<file path="config.mk">
export PLATFORM = sky130hd
export DESIGN_NAME = n106_audio_lpf
export DESIGN_NICKNAME = d
export VERILOG_FILES = /design/src/rtl/n106_audio_lpf.sv
export SDC_FILE = /design/constraint.sdc
export NUM_CORES = 1
export LEC_CHECK = 0
export CORE_AREA = 4 4 94 96
export DETAILED_ROUTE_END_ITERATION = 8
export DIE_AREA = 0 0 98 100
export DONT_BUFFER_PORTS = 1
export PLACE_DENSITY = 0.79
export SYNTH_ARGS = -nofsm -noshare
export SYNTH_HDL_FRONTEND = slang
export SYNTH_SLANG_ARGS = --single-unit
</file>
<file path="constraint.sdc">
create_clock -name clk -period 3.5 [get_ports clk]
set_input_delay 0.175 -clock clk [delete_from_list [all_inputs] [get_ports clk]]
set_output_delay 0.175 -clock clk [all_outputs]
set_load 0.01 [all_outputs]
</file>
<file path="src/rtl/n106_audio_lpf.sv">
// n106_audio_lpf: one-pole IIR reconstruction low-pass for the Namco 106 channel sum.
// Latches each 11-bit channel-sum word, saturates it to 10 bits and scales it to 16 bits.
// On every ce tick it runs y += (x<<8 - y) >>> K through a multi-cycle FSM with a serial shifter.
// Ports:
//   clk          system clock
//   reset        synchronous active-high reset
//   ce           CPU M2 tick; each tick requests one filter update
//   enable       audio enable; when low the filter input is forced to 0
//   sample_valid strobe qualifying sample_in
//   sample_in    N106 channel sum (0..0x708)
//   audio_out    filtered 16-bit unsigned PCM, held between updates
//   audio_valid  one-cycle strobe when audio_out is updated
//   overrun      sticky flag: a ce tick was dropped
module n106_audio_lpf #(
    parameter int unsigned K = 4
) (
    input  logic        clk,
    input  logic        reset,
    input  logic        ce,
    input  logic        enable,
    input  logic        sample_valid,
    input  logic [10:0] sample_in,
    output logic [15:0] audio_out,
    output logic        audio_valid,
    output logic        overrun
);

    localparam int unsigned X_W  = 16;
    localparam int unsigned Y_W  = 24;
    localparam int unsigned WK_W = 25;
    localparam int unsigned SH_W = 3;

    typedef enum logic [2:0] {
        ST_IDLE  = 3'd0,
        ST_LOAD  = 3'd1,
        ST_SHIFT = 3'd2,
        ST_ACC   = 3'd3,
        ST_OUT   = 3'd4
    } state_t;

    state_t            state_q,       state_d;
    logic              pending_q,     pending_d;
    logic              overrun_q,     overrun_d;
    logic [X_W-1:0]    x_hold_q,      x_hold_d;
    logic [Y_W-1:0]    y_q,           y_d;
    logic [WK_W-1:0]   work_q,        work_d;
    logic [SH_W-1:0]   sh_cnt_q,      sh_cnt_d;
    logic [15:0]       audio_out_q,   audio_out_d;
    logic              audio_valid_q, audio_valid_d;

    logic [9:0]        sat;
    logic [X_W-1:0]    x_eff;
    logic              busy;

    // State registers
    always_ff @(posedge clk) begin
        if (reset) begin
            state_q       <= ST_IDLE;
            pending_q     <= 1'b0;
            overrun_q     <= 1'b0;
            x_hold_q      <= '0;
            y_q           <= '0;
            work_q        <= '0;
            sh_cnt_q      <= '0;
            audio_out_q   <= '0;
            audio_valid_q <= 1'b0;
        end else begin
            state_q       <= state_d;
            pending_q     <= pending_d;
            overrun_q     <= overrun_d;
            x_hold_q      <= x_hold_d;
            y_q           <= y_d;
            work_q        <= work_d;
            sh_cnt_q      <= sh_cnt_d;
            audio_out_q   <= audio_out_d;
            audio_valid_q <= audio_valid_d;
        end
    end

    // Input capture, next-state and datapath sequencing
    always_comb begin
        state_d       = state_q;
        pending_d     = pending_q;
        overrun_d     = overrun_q;
        x_hold_d      = x_hold_q;
        y_d           = y_q;
        work_d        = work_q;
        sh_cnt_d      = sh_cnt_q;
        audio_out_d   = audio_out_q;
        audio_valid_d = 1'b0;

        sat   = (sample_in > 11'h3FF) ? 10'h3FF : sample_in[9:0];
        x_eff = enable ? x_hold_q : '0;
        busy  = (state_q == ST_LOAD) || (state_q == ST_SHIFT) || (state_q == ST_ACC);

        if (sample_valid && enable) begin
            x_hold_d = {sat, 6'b0};
        end

        // A tick arriving mid-update is queued once; a second one is lost.
        if (busy && ce) begin
            if (pending_q) begin
                overrun_d = 1'b1;
            end else begin
                pending_d = 1'b1;
            end
        end

        case (state_q)
            ST_IDLE: begin
                if (ce || pending_q) begin
                    state_d   = ST_LOAD;
                    pending_d = pending_q && ce;
                end
            end
            ST_LOAD: begin
                work_d   = {1'b0, x_eff, 8'b0} - {1'b0, y_q};
                sh_cnt_d = SH_W'(K);
                state_d  = ST_SHIFT;
            end
            ST_SHIFT: begin
                // Arithmetic shift floors, so small negative deltas still reach zero.
                work_d   = {work_q[WK_W-1], work_q[WK_W-1:1]};
                sh_cnt_d = sh_cnt_q - SH_W'(1);
                if (sh_cnt_q == SH_W'(1)) begin
                    state_d = ST_ACC;
                end
            end
            ST_ACC: begin
                // Two's-complement wrap in 24 bits realises y + d.
                y_d           = y_q + work_q[Y_W-1:0];
                audio_out_d   = y_d[23:8];
                audio_valid_d = 1'b1;
                state_d       = ST_OUT;
            end
            ST_OUT: begin
                // A queued tick (or one arriving now) starts straight away, keeping back-to-back updates K+3 apart.
                if (ce || pending_q) begin
                    state_d   = ST_LOAD;
                    pending_d = pending_q && ce;
                end else begin
                    state_d = ST_IDLE;
                end
            end
            default: begin
                state_d = ST_IDLE;
            end
        endcase
    end

    assign audio_out   = audio_out_q;
    assign audio_valid = audio_valid_q;
    assign overrun     = overrun_q;

endmodule

</file>
==> reports/qor.txt, run 1 <==
Startpoint of the worst register-to-register path: y_q[0]
Clock Pin Slew Worst Setup and Hold Paths: 80 ps
Number of global-route vias before repair: 4156
Startpoint types: flip-flop
Setup Buffers After CTS: 0
CP endpoint: y_q[22]
Period minus WS final: 2700 ps
Synth Instances: 610
Number of synthesized flops with an enable pin: 0
Largest net degree at the start of global routing: 54
LEAKAGE: 1.90 nW
Maximum clock frequency: 371 MHz
CTS Buffer Depth: 2
Via-to-Cell Ratio: 6.30
H-tree level count: 3
Total GRT Usage: 0.248
Clock tree sinks: 68
CTS tree: done
Final ANT Viol Nets: 0
Flops & latches, synth: 68
Slew margin rel.: 0.359
Drt pass-1 iters: 5
Util after Layout: 0.596
Worst setup path class: flip-flop to flip-flop
N_diodes: 0
Clk root buf: clkbuf_8
Yosys warning count: 0
Crit path arrival time: 2940 ps
Clk_skew: 14.2 ps
R2R cell count: 9
Worst Path Max Fanout: 6
Unrepaired setup endpoints after global routing: no
CORE AREA: 0.00805 mm2
Critical Path Slowest Stage Cell: nor4bb_1
Post-route insts no fill: 691
Final hold slack: 11.9 ps
Worst Hold Class: primary input to flip-flop
Crit path from: y_q[0]
Final setup violation count: 0
Placer Congestion: 0.915
Initial Utilization: 0.580
Layout overhead on the synthesized area: 2.71%
DRC: 0
Most area-hungry cell type in the Yosys netlist: dfxtp_1
Max VDD drop: 0.000313 V
Hpwl dp: 8520 um
Total grt overflow: 0
Status: finished, final reports clean
Syn nets: 663
Ranking of synthesized cells by area: dfxtp_1 (29%), ha_1 (9.6%), a21oi_1 (7.1%)
CP Capture Type: flip-flop
Count of cell types in the netlist: 61
Post-synth ARST share: 0
R2R Path End: y_q[22]
Total of max-cap violations: 0
DP Cell Count: 674
Antenna violations before repair: 0
DRT iter0 DRCs: 269
Fin. Hold Viols: 0
Clock latency on the worst-skew pair: 350 ps
Tcrit/Tclk final: 0.770
Routed WL per cell: 17.5 um
Synth Cell Area: 0.00467 mm2
Syn avg cell area: 7.66 um2
Final TNS setup: 0 ps
Die Y: 100 um
Top_reg_cell synth: dfxtp_1
Seq/Total Area, Yosys: 0.291
CP required: 3750 ps
First-pass GRT wire length: 20000 um
Cell Chain, Critical Path: ha_1 > fa_1 > a21oi_1 > o211a_1 > nor3_1 > nor4bb_1 > o41ai_2 > xor2_1 > a22o_1
Final Max Tran Viols: 0
R2r setup slk: 800 ps
Fillers: 757
Final Net Count: 635
Share of layout cells above drive strength 1: 0.0546
WL final: 12100 um
PD cells: 353 mW/mm2
# IOs: 34
Via count: 4356
TritonCTS Buffers: 9
Worst-Margin Slew: 958 ps
Share of the synthesized area in the top cell type: 0.291
DIE AREA: 0.00980 mm2
Port bufs: 0
# rows: 33
Chip Width: 98 um
Peak per-stage delay on the critical path: 480 ps
-- where the power goes --
part | leakage, nW | internal, W | switching [W]
registers | 0.551 | 0.000806 | 0.0000331
logic | 1.27 | 0.000110 | 0.000190
clock network | 0.0779 | 0.000249 | 0.000305
total | 1.90 | 0.00117 | 0.000528
-- sequential cells by signal, summed over array words and instances, names as in the netlist --
signal	flops
audio_valid	1
work_q	25
state_q	3
overrun	1
sh_cnt_q	3
y_q	24
x_hold_q	10
pending_q	1
-- metal layers --
metal	track usage	up-vias	part of all wire	routed length, um
met5	0	-	0	0
met4	0.101	0	0.032	382
met3	0.0479	36	0.071	859
met2	0.424	183	0.47	5630
met1	0.308	2036	0.43	5200
li1	-	2101	-	-
-- area by class of cell --
cell class                 instances  area [um2]  area share
timing repair buffer               6        60.1      0.0125
clock inverter                     5        30.0     0.00626
tap                              105         131      0.0274
multi-input combinational        473        3000       0.625
inverter                          24        90.1      0.0188
clock buffer                      10         128      0.0266
sequential                        68        1360       0.284
-- per-stage QoR --
| step | setup WS, ps | power [W] | instance area (um2) |
|---|---|---|---|
| CTS | 849 | 0.00169 | 4800 |
| detailed placement | 858 | 0.00114 | 4610 |
| finish | 804 | 0.00169 | 4800 |
| global route | 690 | 0.00178 | 4800 |
| floorplan | 1220 | 0.00108 | 4670 |
| global placement | 986 | 0.00113 | 4610 |
-- Yosys cell counts (2+ instances only) --
cell type	number
nor2b_1	5
a31oi_1	11
xor2_1	16
nor3_1	15
a21oi_1	66
and3_1	4
a21boi_0	3
o211a_1	2
nand4b_1	2
inv_1	24
dfxtp_1	68
mux2i_1	2
nor4_1	3
nand3b_1	3
nor3b_1	4
and4_1	2
or2_2	2
or3_1	2
buf_2	3
o21ba_2	3
and2_1	14
buf_1	3
o21bai_1	3
o21ai_1	4
or4_1	2
nand2_1	86
nand4_1	2
a21o_1	6
o21ai_0	32
o31ai_1	2
nand3_1	15
a221oi_1	2
xnor2_1	17
a22oi_1	24
ha_1	36
nor4bb_1	2
buf_4	16
nor2_1	48
a211oi_1	12
clkbuf_1	23
-- kinds of logic after synthesis --
kind of cell / count (synthesis) / share of synthesized area
multiplexers: 3 / 0.00670
flip-flops: 68 / 0.291
adder cells (fa/ha/maj): 37 / 0.101
buffers and inverters: 69 / 0.0691
AND/OR/NAND/NOR: 214 / 0.214
AO/OA/AOI/OAI: 186 / 0.256
XOR/XNOR: 33 / 0.0619
-- critical path: cells and delay by family, from the launching register on --
kind                     cells  cell delay (ps)
flip-flops                   1              370
XOR/XNOR                     1              150
AO/OA/AOI/OAI                4              870
adder cells (fa/ha/maj)      2              660
AND/OR/NAND/NOR              2              560
-- worst min path at each step --
stage	start	to	slack [ps]	cells past startpoint
2_1_floorplan	ce	pending_q	320	2
4_1_cts	sample_in[8]	x_hold_q[14]	9	2
3_5_place_dp	reset	work_q[23]	250	1
5_1_grt	sample_in[8]	x_hold_q[14]	20	2
3_3_place_gp	reset	work_q[21]	250	1
6_report	sample_in[8]	x_hold_q[14]	10	2
-- repair_timing --
item | CTS | global route
endpoints found under the setup margin | 0 | 0
hold buffers | 2 | 0
hold endpoints to repair | 53 | 0
resized for setup | 0 | 0
-- placed cells by master (no fill, tap or decap), drive strengths merged, types with 4 or more instances in the layout --
cell | netlist | routed
inv | 24 | 24
xor2 | 16 | 16
a21oi | 67 | 67
nor3b | 4 | 4
a22oi | 24 | 24
and3 | 4 | 4
nor2 | 48 | 48
clkbuf | 23 | 10
dfxtp | 68 | 68
o21ai | 36 | 36
and2 | 14 | 14
nand3 | 15 | 15
buf | 22 | 5
nand2 | 86 | 86
ha | 36 | 36
a211oi | 12 | 12
nor2b | 5 | 5
a21o | 6 | 6
a31oi | 12 | 12
nor3 | 15 | 15
xnor2 | 17 | 17
Note: power is estimated with default switching activity, not from simulation.
==> inputs of run 2 (changes only) <==
- ABC_AREA: unset -> 1
- CORE_AREA: 4 4 94 96 -> 4 4 100 102
- DIE_AREA: 0 0 98 100 -> 0 0 104 106
- PLACE_DENSITY: 0.79 -> 0.81
- clock period: 3.5 -> 2.4 ns (I/O delays scaled with it)
==> reports/qor.txt, run 2 <==
Status: finished, final reports clean
Worst-Margin Slew: 799 ps (-159 ps)
Chip Width: 104 um (+6.1%)
Max VDD drop: 0.000532 V (+70%)
Worst Hold Class: primary input to flip-flop
R2R cell count: 9 (unchanged)
Clock Pin Slew Worst Setup and Hold Paths: 80 ps (about the same)
Unrepaired setup endpoints after global routing: no
H-tree level count: 3 (unchanged)
Crit path arrival time: 2310 ps (-630 ps)
Total of max-cap violations: 0 (unchanged)
GRT Max-Usage Layer: met2
Initial Utilization: 0.576 (-0.00401)
Worst Path Max Fanout: 6 (unchanged)
Peak per-stage delay on the critical path: 520 ps (+40 ps)
CTS Buffer Depth: 2 (unchanged)
Routed WL per cell: 16.4 um (-6.0%)
WL final: 15600 um (+29%)
Clock latency on the worst-skew pair: 360 ps (about the same)
CP Capture Type: flip-flop
DIE AREA: 0.0110 mm2 (+12%)
Worst slack, placed: 383 ps (-476 ps)
CORE AREA: 0.00911 mm2 (+13%)
Syn nets: 886 (+34%)
Biggest regs: work_q (25), y_q (24), x_hold_q (10)
Placer Congestion: 0.915 (about the same)
Die Y: 106 um (+6.0%)
Clk_skew: 18.0 ps (+3.81 ps)
Fin. Hold Viols: 0 (unchanged)
WHS Path Cells: 4 (+2)
# IOs: 34 (unchanged)
Post-CTS Resized: 0 (unchanged)
Maximum clock frequency: 484 MHz (+30%)
Most common cell after layout, fill and taps aside: nand2_1
Clock tree sinks: 68 (unchanged)
R2r setup slk: 330 ps (-470 ps)
Yosys warning count: 0 (unchanged)
CP endpoint: y_q[9]
Met3 capacity usage during global routing: 0.0650 (+0.0170)
Most frequent cells in the layout: nand2_1 (186), inv_1 (134), a21oi_1 (80)
Slew margin rel.: 0.466 (+0.107)
Most area-hungry cell type in the Yosys netlist: dfxtp_1
Port bufs: 0 (unchanged)
R2R Path End: y_q[9]
# rows: 35 (+6.1%)
Top_reg_cell synth: dfxtp_1
Synth Cell Area: 0.00525 mm2 (+12%)
TritonCTS Buffers: 9 (unchanged)
Final hold slack: 4.22 ps (-7.64 ps)
CP Buf/Inv Count: 2 (+2)
Top Family by Delay on Critical Path: simple AND/OR/NAND/NOR gates
Met2 GRT Util: 0.476 (+0.0522)
DRC: 0 (unchanged)
Total GRT Usage: 0.283 (+0.0347)
Seq/Total Area, Yosys: 0.259 (-0.0320)
Flops & latches, synth: 68 (unchanged)
Final TNS setup: 0 ps (unchanged)
Top-count cell post-synth: nand2_1
Worst path depth: 9 (unchanged)
Tcrit/Tclk final: 0.862 (+0.0913)
Drt pass-1 iters: 7 (+2)
Critical Path Slowest Stage Cell: dfxtp_1
First-pass GRT wire length: 25300 um (+26%)
Hpwl dp: 11300 um (+33%)
Layout overhead on the synthesized area: 8.73%
Period minus WS final: 2070 ps (-628 ps)
Via count: 5487 (+26%)
Biggest register: work_q
Startpoint types: flip-flop
Number of global-route vias before repair: 5247 (+26%)
Max FFs per register: 25 (unchanged)
Total grt overflow: 0 (unchanged)
DRT iter0 DRCs: 523 (+94%)
Count of cell types in the netlist: 39 (-36%)
N_diodes: 0 (unchanged)
Cell Chain, Critical Path: ha_1 > nand2_2 > inv_1 > a21oi_1 > nand3_1 > nand2_1 > nand3_1 > o211ai_1 > inv_1
LEAKAGE: 2.81 nW (+48%)
Startpoint of the worst register-to-register path: y_q[8]
Post-synth ARST share: 0 (unchanged)
CTS tree: done
Final ANT Viol Nets: 0 (unchanged)
Largest net degree at the start of global routing: 49 (-9.3%)
Final Max Tran Viols: 0 (unchanged)
PD cells: 865 mW/mm2 (+140%)
Share of layout cells above drive strength 1: 0.0680 (+0.0134)
Clk root buf: clkbuf_8
Number of synthesized flops with an enable pin: 0 (unchanged)
Post-synth top cells: nand2_1 (186), inv_1 (134), a21oi_1 (80)
Final setup violation count: 0 (unchanged)
Antenna violations before repair: 0 (unchanged)
Syn avg cell area: 6.30 um2 (-18%)
Worst setup path class: flip-flop to flip-flop
Design Area, Final: 0.00571 mm2 (+19%)
Final Net Count: 886 (+40%)
Met1 Resource Use GR: 0.348 (+0.0398)
Share of the synthesized area in the top cell type: 0.259 (-0.0320)
CP required: 2640 ps (-1110 ps)
Final Worst Setup Slack: 332 ps (-472 ps)
Via-to-Cell Ratio: 5.78 (-8.3%)
Crit path from: y_q[8]
Ranking of synthesized cells by area: dfxtp_1 (26%), nand2_1 (13%), inv_1 (9.6%)
Synth Instances: 833 (+37%)
Placed inst area: 0.00523 mm2 (+13%)
run 2: changes by cell type in the layout (fill, tap and decap cells not counted), moves of 16 or more:
cell           delta
nand3_1          +35
a22oi_1          -24
nand2_1         +100
o21ai_0          +17
inv_1           +110
dlygate4sd3_1    +16
nor2_1           +23
run 2: worst min path at each step:
stage | from | endpoint | slack, ps
floorplan | sample_in[4] | x_hold_q[10] | 260
global placement | reset | overrun | 200
detailed placement | reset | work_q[24] | 200
CTS | ce | overrun | 2
global route | ce | overrun | 60
finish | ce | overrun | 4
run 2: cell families (layout without fill, tap and decap cells):
logic type,count (synthesis),after routing,synth area share
simple gates,370,370,0.310
buf+inv,174,179,0.139
compound gates,167,167,0.174
flops,68,68,0.259
fa+ha+maj,37,37,0.0897
xor+xnor,17,17,0.0284
run 2: power by group:
part	internal [W]	switching, W	total (W)
registers	0.00131	0.000207	0.00152
clock network	0.000906	0.000487	0.00139
logic	0.000699	0.00132	0.00202
total	0.00292	0.00201	0.00493
run 2: area by class of cell:
class                      count  area, um2
tap                          111        139
timing repair buffer          25        243
inverter                     138        518
clock buffer                  10        128
sequential                    68       1360
multi-input combinational    591       3160
fill                         876       3400
clock inverter                 6        159
run 2: per-stage QoR:
step | instances | utilization | power, W
floorplan | 833 | - | 0.00302
global placement | 915 | 0.574 | 0.00341
detailed placement | 915 | 0.574 | 0.00345
CTS | 949 | 0.626 | 0.00488
global route | 949 | 0.626 | 0.00523
finish | 949 | 0.626 | 0.00493
run 2: repair_timing:
| item | in CTS | in global routing |
|---|---|---|
| hold endpoints to repair | 59 | 0 |
| setup buffers | 0 | 0 |
| hold buffers | 18 | 0 |
run 2: worst register-to-register path, delay by kind of cell (launching register included):
kind            cells  cell delay, ps
simple gates        4             530
buf+inv             2             120
fa+ha+maj           1             370
flops               1             520
compound gates      2             430
run 2: layer usage:
layer	wire (um)	part of all wire
met5	0	0
met4	478	0.031
met3	1450	0.093
met2	7270	0.47
met1	6390	0.41
